**src/rtl/conv_window_controller_pkg.sv**
```systemverilog
`default_nettype none
// ============================================================================
// Module  : conv_window_controller_pkg
// Purpose : Definitions shared by the convolution window controller and its
//           address generator: the FSM state encoding and a width helper.
// Ports   : none (package)
// Revision: 1.0 - initial release
// ============================================================================
package conv_window_controller_pkg;

    // Controller FSM states. The width is fixed so the encoding stays stable
    // across tools and is easy to recognise in waveforms.
    typedef enum logic [2:0] {
        S_IDLE  = 3'd0,
        S_FETCH = 3'd1,
        S_WAIT  = 3'd2,
        S_CALC  = 3'd3,
        S_EMIT  = 3'd4,
        S_DONE  = 3'd5
    } state_t;

    // Bits needed to hold values 0..value-1. Never returns less than 1, so a
    // degenerate dimension still gets a legal vector width.
    function automatic int clog2_min1(input int value);
        int w;
        w = 0;
        while ((1 << w) < value) begin
            w = w + 1;
        end
        return (w < 1) ? 1 : w;
    endfunction

endpackage : conv_window_controller_pkg
`default_nettype wire

```
**src/rtl/conv_window_controller_addr_gen.sv**
```systemverilog
`default_nettype none
// ============================================================================
// Module  : conv_window_controller_addr_gen
// Purpose : Window/tap position counters for the convolution controller.
//           Tracks the window origin (row, col) and the tap inside the
//           window (ky, kx, linear tap index). Produces the RAM read address
//           of the current tap.
// Ports   : clk, reset      - clock, synchronous active-high reset
//           i_clear         - return every counter to zero (new pass)
//           i_step          - advance one tap (kx fastest, wraps after last)
//           i_advance       - move to the next window origin, raster order;
//                             wraps to (0,0) after the last window
//           o_addr          - (row+ky)*IMG_W + (col+kx)
//           o_tap           - ky*K + kx
//           o_last_tap      - current tap is K*K-1
//           o_last_window   - current window is the bottom-right one
// Revision: 1.0 - initial release
// ============================================================================
module conv_window_controller_addr_gen
    import conv_window_controller_pkg::*;
#(
    parameter int K          = 3,
    parameter int IMG_W      = 4,
    parameter int IMG_H      = 4,
    parameter int ADDR_WIDTH = 8,
    parameter int TAP_W      = 4
) (
    input  logic                  clk,
    input  logic                  reset,
    input  logic                  i_clear,
    input  logic                  i_step,
    input  logic                  i_advance,
    output logic [ADDR_WIDTH-1:0] o_addr,
    output logic [TAP_W-1:0]      o_tap,
    output logic                  o_last_tap,
    output logic                  o_last_window
);

    localparam int KW = clog2_min1(K);
    localparam int RW = clog2_min1(IMG_H);
    localparam int CW = clog2_min1(IMG_W);

    localparam logic [KW-1:0]    C_K_LAST   = KW'(K - 1);
    localparam logic [RW-1:0]    C_ROW_LAST = RW'(IMG_H - K);
    localparam logic [CW-1:0]    C_COL_LAST = CW'(IMG_W - K);
    localparam logic [TAP_W-1:0] C_TAP_LAST = TAP_W'(K * K - 1);

    logic [KW-1:0]    r_kx;
    logic [KW-1:0]    r_ky;
    logic [RW-1:0]    r_row;
    logic [CW-1:0]    r_col;
    logic [TAP_W-1:0] r_tap;

    logic [ADDR_WIDTH-1:0] w_pix_row;
    logic [ADDR_WIDTH-1:0] w_pix_col;

    always_ff @(posedge clk) begin
        if (reset || i_clear) begin
            r_kx  <= '0;
            r_ky  <= '0;
            r_row <= '0;
            r_col <= '0;
            r_tap <= '0;
        end else begin
            if (i_step) begin
                if (o_last_tap) begin
                    // Window complete: rewind so the next window starts at tap 0.
                    r_kx  <= '0;
                    r_ky  <= '0;
                    r_tap <= '0;
                end else begin
                    r_tap <= r_tap + 1'b1;
                    if (r_kx == C_K_LAST) begin
                        r_kx <= '0;
                        r_ky <= r_ky + 1'b1;
                    end else begin
                        r_kx <= r_kx + 1'b1;
                    end
                end
            end
            if (i_advance) begin
                if (r_col == C_COL_LAST) begin
                    r_col <= '0;
                    if (r_row == C_ROW_LAST) begin
                        r_row <= '0;
                    end else begin
                        r_row <= r_row + 1'b1;
                    end
                end else begin
                    r_col <= r_col + 1'b1;
                end
            end
        end
    end

    assign w_pix_row     = ADDR_WIDTH'(r_row) + ADDR_WIDTH'(r_ky);
    assign w_pix_col     = ADDR_WIDTH'(r_col) + ADDR_WIDTH'(r_kx);
    assign o_addr        = w_pix_row * ADDR_WIDTH'(IMG_W) + w_pix_col;
    assign o_tap         = r_tap;
    assign o_last_tap    = (r_tap == C_TAP_LAST);
    assign o_last_window = (r_row == C_ROW_LAST) && (r_col == C_COL_LAST);

endmodule : conv_window_controller_addr_gen
`default_nettype wire

```
**src/rtl/conv_window_controller.sv**
```systemverilog
`default_nettype none
// ============================================================================
// Module  : conv_window_controller
// Purpose : Walks every KxK window (stride 1, row-major) of an IMG_W x IMG_H
//           image held in a 1-cycle-latency sync-read RAM, gathers the K*K
//           pixels into a window register feeding an external inner-product
//           unit, registers the IPU sum and offers it on a valid/ready stream.
// Ports   : clk, reset   - clock, synchronous active-high reset
//           start        - begin a pass (only looked at in IDLE)
//           busy         - high outside IDLE
//           done         - one-cycle pulse after the last window is taken
//           mem_rd_en    - RAM read strobe
//           mem_addr     - RAM read address
//           mem_rd_data  - RAM data, valid the cycle after mem_rd_en
//           ipu_data     - window vector, tap i at [D_WIDTH*(i+1)-1:D_WIDTH*i]
//           ipu_result   - combinational IPU sum of ipu_data
//           out_valid / out_ready / out_data - result stream
//           perf_cycles  - busy cycle count of the latest pass
//                          (present only with CONV_CTRL_PERF_EN defined)
// Config  : `define CONV_CTRL_PERF_EN to add the perf_cycles counter/port.
// Revision: 1.0 - initial release
// ============================================================================
module conv_window_controller
    import conv_window_controller_pkg::*;
#(
    parameter int K          = 3,
    parameter int IMG_W      = 4,
    parameter int IMG_H      = 4,
    parameter int D_WIDTH    = 8,
    parameter int Q_WIDTH    = 16,
    parameter int ADDR_WIDTH = 8
) (
    input  logic                   clk,
    input  logic                   reset,
    input  logic                   start,
    output logic                   busy,
    output logic                   done,
    output logic                   mem_rd_en,
    output logic [ADDR_WIDTH-1:0]  mem_addr,
    input  logic [D_WIDTH-1:0]     mem_rd_data,
    output logic [D_WIDTH*K*K-1:0] ipu_data,
    input  logic [Q_WIDTH-1:0]     ipu_result,
    output logic                   out_valid,
    input  logic                   out_ready,
    output logic [Q_WIDTH-1:0]     out_data
`ifdef CONV_CTRL_PERF_EN
    ,
    output logic [31:0]            perf_cycles
`endif
);

    localparam int TAPS  = K * K;
    localparam int TAP_W = clog2_min1(TAPS);

    // Reject geometries the address arithmetic cannot handle.
    if (IMG_W < K || IMG_H < K) begin : g_bad_geometry
        $error("conv_window_controller: image must be at least KxK");
    end
    if ((2.0 ** ADDR_WIDTH) < (IMG_W * IMG_H)) begin : g_bad_addr_width
        $error("conv_window_controller: ADDR_WIDTH too small for image");
    end

    state_t                r_state;
    logic                  r_busy;
    logic                  r_done;
    logic                  r_mem_rd_en;
    logic                  r_out_valid;
    logic [Q_WIDTH-1:0]    r_out_data;

    // Capture pipeline: the RAM answers one cycle after the read, so the
    // tap index and the strobe are delayed by one cycle to pick the slot.
    logic                  r_cap_en;
    logic [TAP_W-1:0]      r_tap_d;
    logic [D_WIDTH-1:0]    r_window [TAPS];

    logic                  w_clear;
    logic                  w_step;
    logic                  w_advance;
    logic                  w_handshake;
    logic [TAP_W-1:0]      w_tap;
    logic                  w_last_tap;
    logic                  w_last_window;

    assign w_handshake = (r_state == S_EMIT) && out_ready;
    assign w_clear     = (r_state == S_IDLE) && start;
    assign w_step      = (r_state == S_FETCH);
    // Advancing from the last window wraps the origin back to (0,0).
    assign w_advance   = w_handshake;

    conv_window_controller_addr_gen #(
        .K          (K),
        .IMG_W      (IMG_W),
        .IMG_H      (IMG_H),
        .ADDR_WIDTH (ADDR_WIDTH),
        .TAP_W      (TAP_W)
    ) u_addr_gen (
        .clk           (clk),
        .reset         (reset),
        .i_clear       (w_clear),
        .i_step        (w_step),
        .i_advance     (w_advance),
        .o_addr        (mem_addr),
        .o_tap         (w_tap),
        .o_last_tap    (w_last_tap),
        .o_last_window (w_last_window)
    );

    // Main sequencer; all status outputs are registered here.
    always_ff @(posedge clk) begin
        if (reset) begin
            r_state     <= S_IDLE;
            r_busy      <= 1'b0;
            r_done      <= 1'b0;
            r_mem_rd_en <= 1'b0;
            r_out_valid <= 1'b0;
            r_out_data  <= '0;
        end else begin
            case (r_state)
                S_IDLE: begin
                    if (start) begin
                        r_state     <= S_FETCH;
                        r_busy      <= 1'b1;
                        r_mem_rd_en <= 1'b1;
                    end
                end
                S_FETCH: begin
                    if (w_last_tap) begin
                        r_state     <= S_WAIT;
                        r_mem_rd_en <= 1'b0;
                    end
                end
                S_WAIT: begin
                    // Last tap lands in the window register this cycle.
                    r_state <= S_CALC;
                end
                S_CALC: begin
                    r_out_data  <= ipu_result;
                    r_out_valid <= 1'b1;
                    r_state     <= S_EMIT;
                end
                S_EMIT: begin
                    if (out_ready) begin
                        r_out_valid <= 1'b0;
                        if (w_last_window) begin
                            r_state <= S_DONE;
                            r_done  <= 1'b1;
                        end else begin
                            r_state     <= S_FETCH;
                            r_mem_rd_en <= 1'b1;
                        end
                    end
                end
                S_DONE: begin
                    r_state <= S_IDLE;
                    r_done  <= 1'b0;
                    r_busy  <= 1'b0;
                end
                default: begin
                    r_state     <= S_IDLE;
                    r_busy      <= 1'b0;
                    r_done      <= 1'b0;
                    r_mem_rd_en <= 1'b0;
                    r_out_valid <= 1'b0;
                end
            endcase
        end
    end

    // Window register: slots are simply overwritten window after window.
    always_ff @(posedge clk) begin
        if (reset) begin
            r_cap_en <= 1'b0;
            r_tap_d  <= '0;
            for (int i = 0; i < TAPS; i++) begin
                r_window[i] <= '0;
            end
        end else begin
            r_cap_en <= r_mem_rd_en;
            r_tap_d  <= w_tap;
            for (int i = 0; i < TAPS; i++) begin
                if (r_cap_en && (r_tap_d == TAP_W'(i))) begin
                    r_window[i] <= mem_rd_data;
                end
            end
        end
    end

    for (genvar g = 0; g < TAPS; g++) begin : g_pack
        assign ipu_data[D_WIDTH*g +: D_WIDTH] = r_window[g];
    end

`ifdef CONV_CTRL_PERF_EN
    logic [31:0] r_perf_cycles;

    // Counts cycles in which busy is high; restarts when a pass is accepted
    // and naturally holds in IDLE because busy is low there.
    always_ff @(posedge clk) begin
        if (reset) begin
            r_perf_cycles <= '0;
        end else if (w_clear) begin
            r_perf_cycles <= '0;
        end else if (r_busy && (r_perf_cycles != 32'hFFFF_FFFF)) begin
            r_perf_cycles <= r_perf_cycles + 32'd1;
        end
    end

    assign perf_cycles = r_perf_cycles;
`endif

    assign busy      = r_busy;
    assign done      = r_done;
    assign mem_rd_en = r_mem_rd_en;
    assign out_valid = r_out_valid;
    assign out_data  = r_out_data;

endmodule : conv_window_controller
`default_nettype wire
```
**config.mk**
```make
export PLATFORM = sky130hd
export DESIGN_NAME = conv_window_controller
export DESIGN_NICKNAME = d
export VERILOG_FILES = /design/src/rtl/conv_window_controller_pkg.sv /design/src/rtl/conv_window_controller_addr_gen.sv /design/src/rtl/conv_window_controller.sv
export SDC_FILE = /design/constraint.sdc
export NUM_CORES = 1
export LEC_CHECK = 0
export CAP_MARGIN = 40
export CORE_MARGIN = 2
export CORE_UTILIZATION = 50
export CTS_CLUSTER_SIZE = 25
export DETAILED_ROUTE_END_ITERATION = 7
export PLACE_DENSITY = 0.93
export SLEW_MARGIN = 20
export SYNTH_ARGS = -nofsm -noshare
export SYNTH_HDL_FRONTEND = slang
export SYNTH_SLANG_ARGS = --single-unit
```
**constraint.sdc**
```tcl
create_clock -name clk -period 4.8 [get_ports clk]
set_clock_uncertainty 0.15 [all_clocks]
set_input_delay 0.48 -clock clk [delete_from_list [all_inputs] [get_ports clk]]
set_output_delay 0.48 -clock clk [all_outputs]
set_load 0.02 [all_outputs]
```
After elaboration in Yosys (flattened, before gate mapping)
Memories as Yosys holds them, arrays and structs flattened. Cells that the tools add are included.

Memory bits (writable): 72. Latch bits: 0. Word-level logic and storage cells: 145. Memory bits (read-only): 0. Bits in registers: 40. Memories: 1. Bits of input ports: 28. Output and inout bits: 100.

Div/mod/pow operators: 0. Reductions and logical operators: 27. Equality and inequality tests: 22. Add/subtract/negate cells: 8. Bitwise operators: 13. Muxes and demuxes: 61. Shift operators: 0. Multiply operators: 0. $lt $le $gt $ge: 0.

Memories: r_window (depth 9, width 8, read ports 9, clocked after Yosys merged registers in 0, wr ports 9, RTL line conv_window_controller.sv:74) `logic [D_WIDTH-1:0] r_window [TAPS];`.

Operator list (number): $mux 8 (9); $mux 1 (36); $eq 4x3->1 const B (4); $pmux 3 s5 (1); $logic_and 1x1->1 (12); $mux 2 (6); $mux 3 (4); $reduce_or 4->1 (3); $or 1x1->1 (9); $add 2x1->2 const B (4); $add 8x8->8 (1); $eq 4x2->1 const B (2); $eq 4x4->1 const B (2); $ne 2x2->1 const B (4); $reduce_and 2->1 (4); $add 2x2->3 (2); $eq 3x2->1 const B (2); $eq 3x3->1 const B (2); $reduce_and 3->1 (2); $reduce_and 5->1 (1); $add 4x1->4 const B (1); $eq 2x1->1 const B (2); $eq 4x1->1 const B (1); $logic_not 4->1 (1); 12 further kinds (16).

Depth between registers and ports, before layout
Depth after elaboration: 6. Gate-level depth with buffers: 7. Mapped depth without buffers: 6.

By module
Synthesis repeated with hierarchy kept, for this count alone.

Cell total of the unflattened synthesis: 291. Area total of the unflattened synthesis: 4106.4 um^2.

Modules (own cells, without submodules): conv_window_controller (instances 1, area each 3448.3 um^2, cells an instance 224); conv_window_controller_addr_gen (instances 1, area each 658.1 um^2, cells an instance 67).

Worst setup path before layout
No wires, ideal clock.

Kind: reg-to-output. Start point: reg u_addr_gen.r_col[0]. End point: out mem_addr[4]. Stages on the path, launching flop included: 6. Arrival: 1733 ps. Data required time: 4170 ps. Slack: 2437 ps. Path through: dfxtp_1 -> ha_1 -> fa_1 -> ha_1 -> ha_1 -> xnor2_1.

Longest elaborated chain between the ends: 2.

RTL lines: start: declaration (RTL line conv_window_controller_addr_gen.sv:51) `logic [CW-1:0] r_col;`; start signal: assignment (RTL line conv_window_controller_addr_gen.sv:90) `r_col <= r_col + 1'b1;`; $add 2x2->3 (RTL line conv_window_controller_addr_gen.sv:97) `assign w_pix_col = ADDR_WIDTH'(r_col) + ADDR_WIDTH'(r_kx);`; $add 8x8->8 (RTL line conv_window_controller_addr_gen.sv:98) `assign o_addr = w_pix_row * ADDR_WIDTH'(IMG_W) + w_pix_col;`; end: declaration (RTL line conv_window_controller.sv:39) `output logic [ADDR_WIDTH-1:0] mem_addr,`.

No other way between the ends.

Worst setup path in the final report
Start point: reg u_addr_gen.r_ky[0]. End point: out mem_addr[4].

Longest elaborated chain between the ends: 2.

RTL lines: start: declaration (RTL line conv_window_controller_addr_gen.sv:49) `logic [KW-1:0] r_ky;`; start signal: assignment (RTL line conv_window_controller_addr_gen.sv:75) `r_ky <= r_ky + 1'b1;`; $add 2x2->3 (RTL line conv_window_controller_addr_gen.sv:96) `assign w_pix_row = ADDR_WIDTH'(r_row) + ADDR_WIDTH'(r_ky);`; $add 8x8->8 (RTL line conv_window_controller_addr_gen.sv:98).

No other way between the ends.

==> flow_metrics.tcl <==
set metrics [dict create \
    initial_antenna_violation_count 0 \
    rsz0062_at_grt "no" \
    synth_cell_type_count 41 \
    finalPower_uw 1810 \
    setup.reg_to_reg.worst_slack_ns 2.77 \
    cap_viol_max_count 0 \
    clk_latency_ns 0.37 \
    timing.critical_path.to_type "output port" \
    numPortBuffers 125 \
    setup_slack_ns 1.56 \
    synth-seq-cells 112 \
    layout.filler_cells 540 \
    worst_pin_slew_ns 0.762 \
    areaGrowthSynthToFinish_pct 37.6 \
    postRouteWirelength_mm 8.71 \
    power.density_cell_area_nw_per_um2 323 \
    yosys-mux-area-fraction 0.0102 \
    totalNegativeSetupSlack_ns 0 \
    synthXorXnorAreaFrac 0.00646 \
    combinational_power_share 0.103 \
    globalplace.congestion 0.787 \
    min-delay-path-class "flop to flop" \
    die_w_um 94.2 \
    run_status "completed" \
    dpl.cell_count 519 \
    grt_first_pass_wirelength_mm 13.6 \
    synth-warning-count 0 \
    cts-hold-fix-buffers 0 \
    worst_setup_hold_path_clk_slew_ns 0.11 \
    antenna_cells_inserted 0 \
    synth-compound-area-share 0.0686 \
    sw_frac_of_total 0.251 \
    layout.cells.most_common_list "125 x sky130_fd_sc_hd__clkdlybuf4s50_1, 72 x sky130_fd_sc_hd__edfxtp_1, 40 x sky130_fd_sc_hd__dfxtp_1, 39 x sky130_fd_sc_hd__nand2_1, 25 x sky130_fd_sc_hd__a21oi_1" \
    synth_enable_flop_cells 72 \
    worst_setup_path_start_kind "flop" \
    route.antenna.remaining_nets 0 \
    timing_hold_violations_final 0 \
    dominantRegCellSynth "sky130_fd_sc_hd__edfxtp_1" \
    place_ws_ns 1.96 \
    yosys.area_share.adder 0.0283 \
    num_vias 2794 \
    power_switching_uw 453 \
    leading_cell_type_in_the_layout_fill_and_taps_excluded "sky130_fd_sc_hd__clkdlybuf4s50_1" \
    setup-violations-final 0 \
    synth.cell_area_sq_um 4070 \
    synthSimpleGateAreaFrac 0.130 \
    clock_power_share 0.300 \
    dpl.hpwl_mm 6.35 \
    drt_iter0_drc 118 \
    clock_sinks 112 \
    core_sq_um 7810 \
    grt_max_degree 41 \
    gr-total-overflow 0 \
    tritoncts "yes" \
    seq_area_frac_synth 0.728 \
    ctsRootBufferMaster "sky130_fd_sc_hd__clkbuf_8" \
    synth_async_sr_flop_share 0 \
    cts.path.max_buffers 2 \
    placement.cell_area_sq_um 5390 \
    drive_gt1_frac 0.0598 \
    synth_cells 304 \
    critical_path.max_fanout 4 \
    combinational_family_with_the_most_area_after_synthesis "simple AND/OR/NAND/NOR gates" \
    timing.final.crit_period_ns 3.24 \
    count_of_placed_standard_cells_in_the_final_layout_fillers_left_out 537 \
    viasPerCell 5.20 \
    power_leakage_uw 0.00201 \
    die_area_sq_um 8870 \
    power.sequential.fraction 0.598 \
    criticalPathCategory "flop to output port" \
    maxSlewViolCount 0 \
    ios 128 \
    first_pass_iters 4 \
    p_int_uw 1350 \
    slew_headroom 0.491 \
    floorplan.initialDensity 0.521 \
    layout.nets 466 \
    post-route-period-util 0.674 \
    std_cell_rows 32 \
    final_design_area_no_fill_sq_um 5600 \
    postCtsSetupBuffers 0 \
    routedWlPerCell_um 16.2 \
    clock_tree.htree_level_count 3 \
    ctsResizeCount 0 \
    tritoncts_buffers 9 \
    worst_ep_required_time_ns 4.17 \
    timing.critical_path.arrival_ns 2.61 \
    first_global_vias 2700 \
    chipHeight_um 94.2 \
    max-vdd-ir-drop_uv 170 \
    achievable-frequency_mhz 309 \
    detail_route.drc_violations 0 \
    postSynthAreaPerCell_sq_um 13.4 \
    globalRouteTotalUtil 0.204 \
]
## flip-flops by register name, summed over array words and instances, names as in the netlist
register and flops:
r_window 72, out_data 16, r_tap_d 4, u_addr_gen.o_tap 4
r_state 3, u_addr_gen.r_col 2, u_addr_gen.r_kx 2, u_addr_gen.r_ky 2
u_addr_gen.r_row 2, busy 1, done 1, mem_rd_en 1
out_valid 1, r_cap_en 1
## critical path, cell delays in order (launching register included)
cell and delay (ns):
sky130_fd_sc_hd__dfxtp_1 0.41, sky130_fd_sc_hd__ha_1 0.18, sky130_fd_sc_hd__inv_1 0.05, sky130_fd_sc_hd__fa_1 0.57, sky130_fd_sc_hd__inv_1 0.05, sky130_fd_sc_hd__ha_1 0.20
sky130_fd_sc_hd__xnor2_1 0.16, sky130_fd_sc_hd__clkdlybuf4s50_1 0.62
## area by class of cell
class / count / area, sq um / share of cell area
Timing Repair Buffer: 129 / 1280 / 0.228
Tap cell: 102 / 128 / 0.0228
Multi-Input combinational cell: 169 / 1000 / 0.179
Sequential cell: 112 / 2960 / 0.529
Clock buffer: 9 / 124 / 0.0221
Inverter: 9 / 33.8 / 0.00603
Clock inverter: 7 / 72.6 / 0.0130
## cells in the mapped netlist, drive strengths merged (7+ instances only)
| cell type | instances | share of area |
|---|---|---|
| nand2 | 39 | 0.036 |
| and2 | 8 | 0.012 |
| nand3 | 7 | 0.0086 |
| nor2b | 8 | 0.012 |
| nor2 | 19 | 0.018 |
| edfxtp | 72 | 0.53 |
| buf | 10 | 0.014 |
| a21oi | 25 | 0.031 |
| inv | 9 | 0.0083 |
| dfxtp | 40 | 0.20 |
| nor3b | 7 | 0.014 |
## per-stage QoR
| step | util | hold WS [ns] |
|---|---|---|
| finish | 0.717 | 0.312 |
| global route | 0.717 | 0.334 |
| CTS | 0.716 | 0.315 |
| detailed placement | 0.690 | 0.299 |
| global placement | 0.689 | 0.292 |
| floorplan | - | 0.286 |
## power by group through the flow
stage / sequential [uW] / combinational (uW) / clock [uW]
floorplan: 1140 / 45.3 / 0
global placement: 1100 / 180 / 0
detailed placement: 1100 / 184 / 0
CTS: 1080 / 185 / 546
global route: 1080 / 197 / 584
finish: 1080 / 185 / 541
## routing by layer
metal / part of all wire / track usage / vias up
met4: 0.018 / 0.0664 / 0
met5: 0 / 0 / -
met3: 0.070 / 0.0457 / 15
met1: 0.41 / 0.245 / 1338
li1: - / - / 1323
met2: 0.50 / 0.363 / 118
## path summary, 6_finish.rpt
kind                 startpoint               to  cells past startpoint
min reg2reg        out_data[11]     out_data[11]                      2
max          u_addr_gen.r_ky[0]      mem_addr[4]                      7
max reg2reg            r_cap_en  r_window[0][71]                      3
min                out_data[11]     out_data[11]                      2
## cells by family (layout without fill, tap and decap cells)
group | Yosys count | after routing
compound gates | 46 | 46
xor+xnor | 3 | 3
fa+ha+maj | 8 | 8
buf+inv | 24 | 154
flops | 112 | 112
mux | 4 | 4
other cells | 1 | 2
simple gates | 106 | 106
Note: power is estimated with default switching activity, not from simulation.
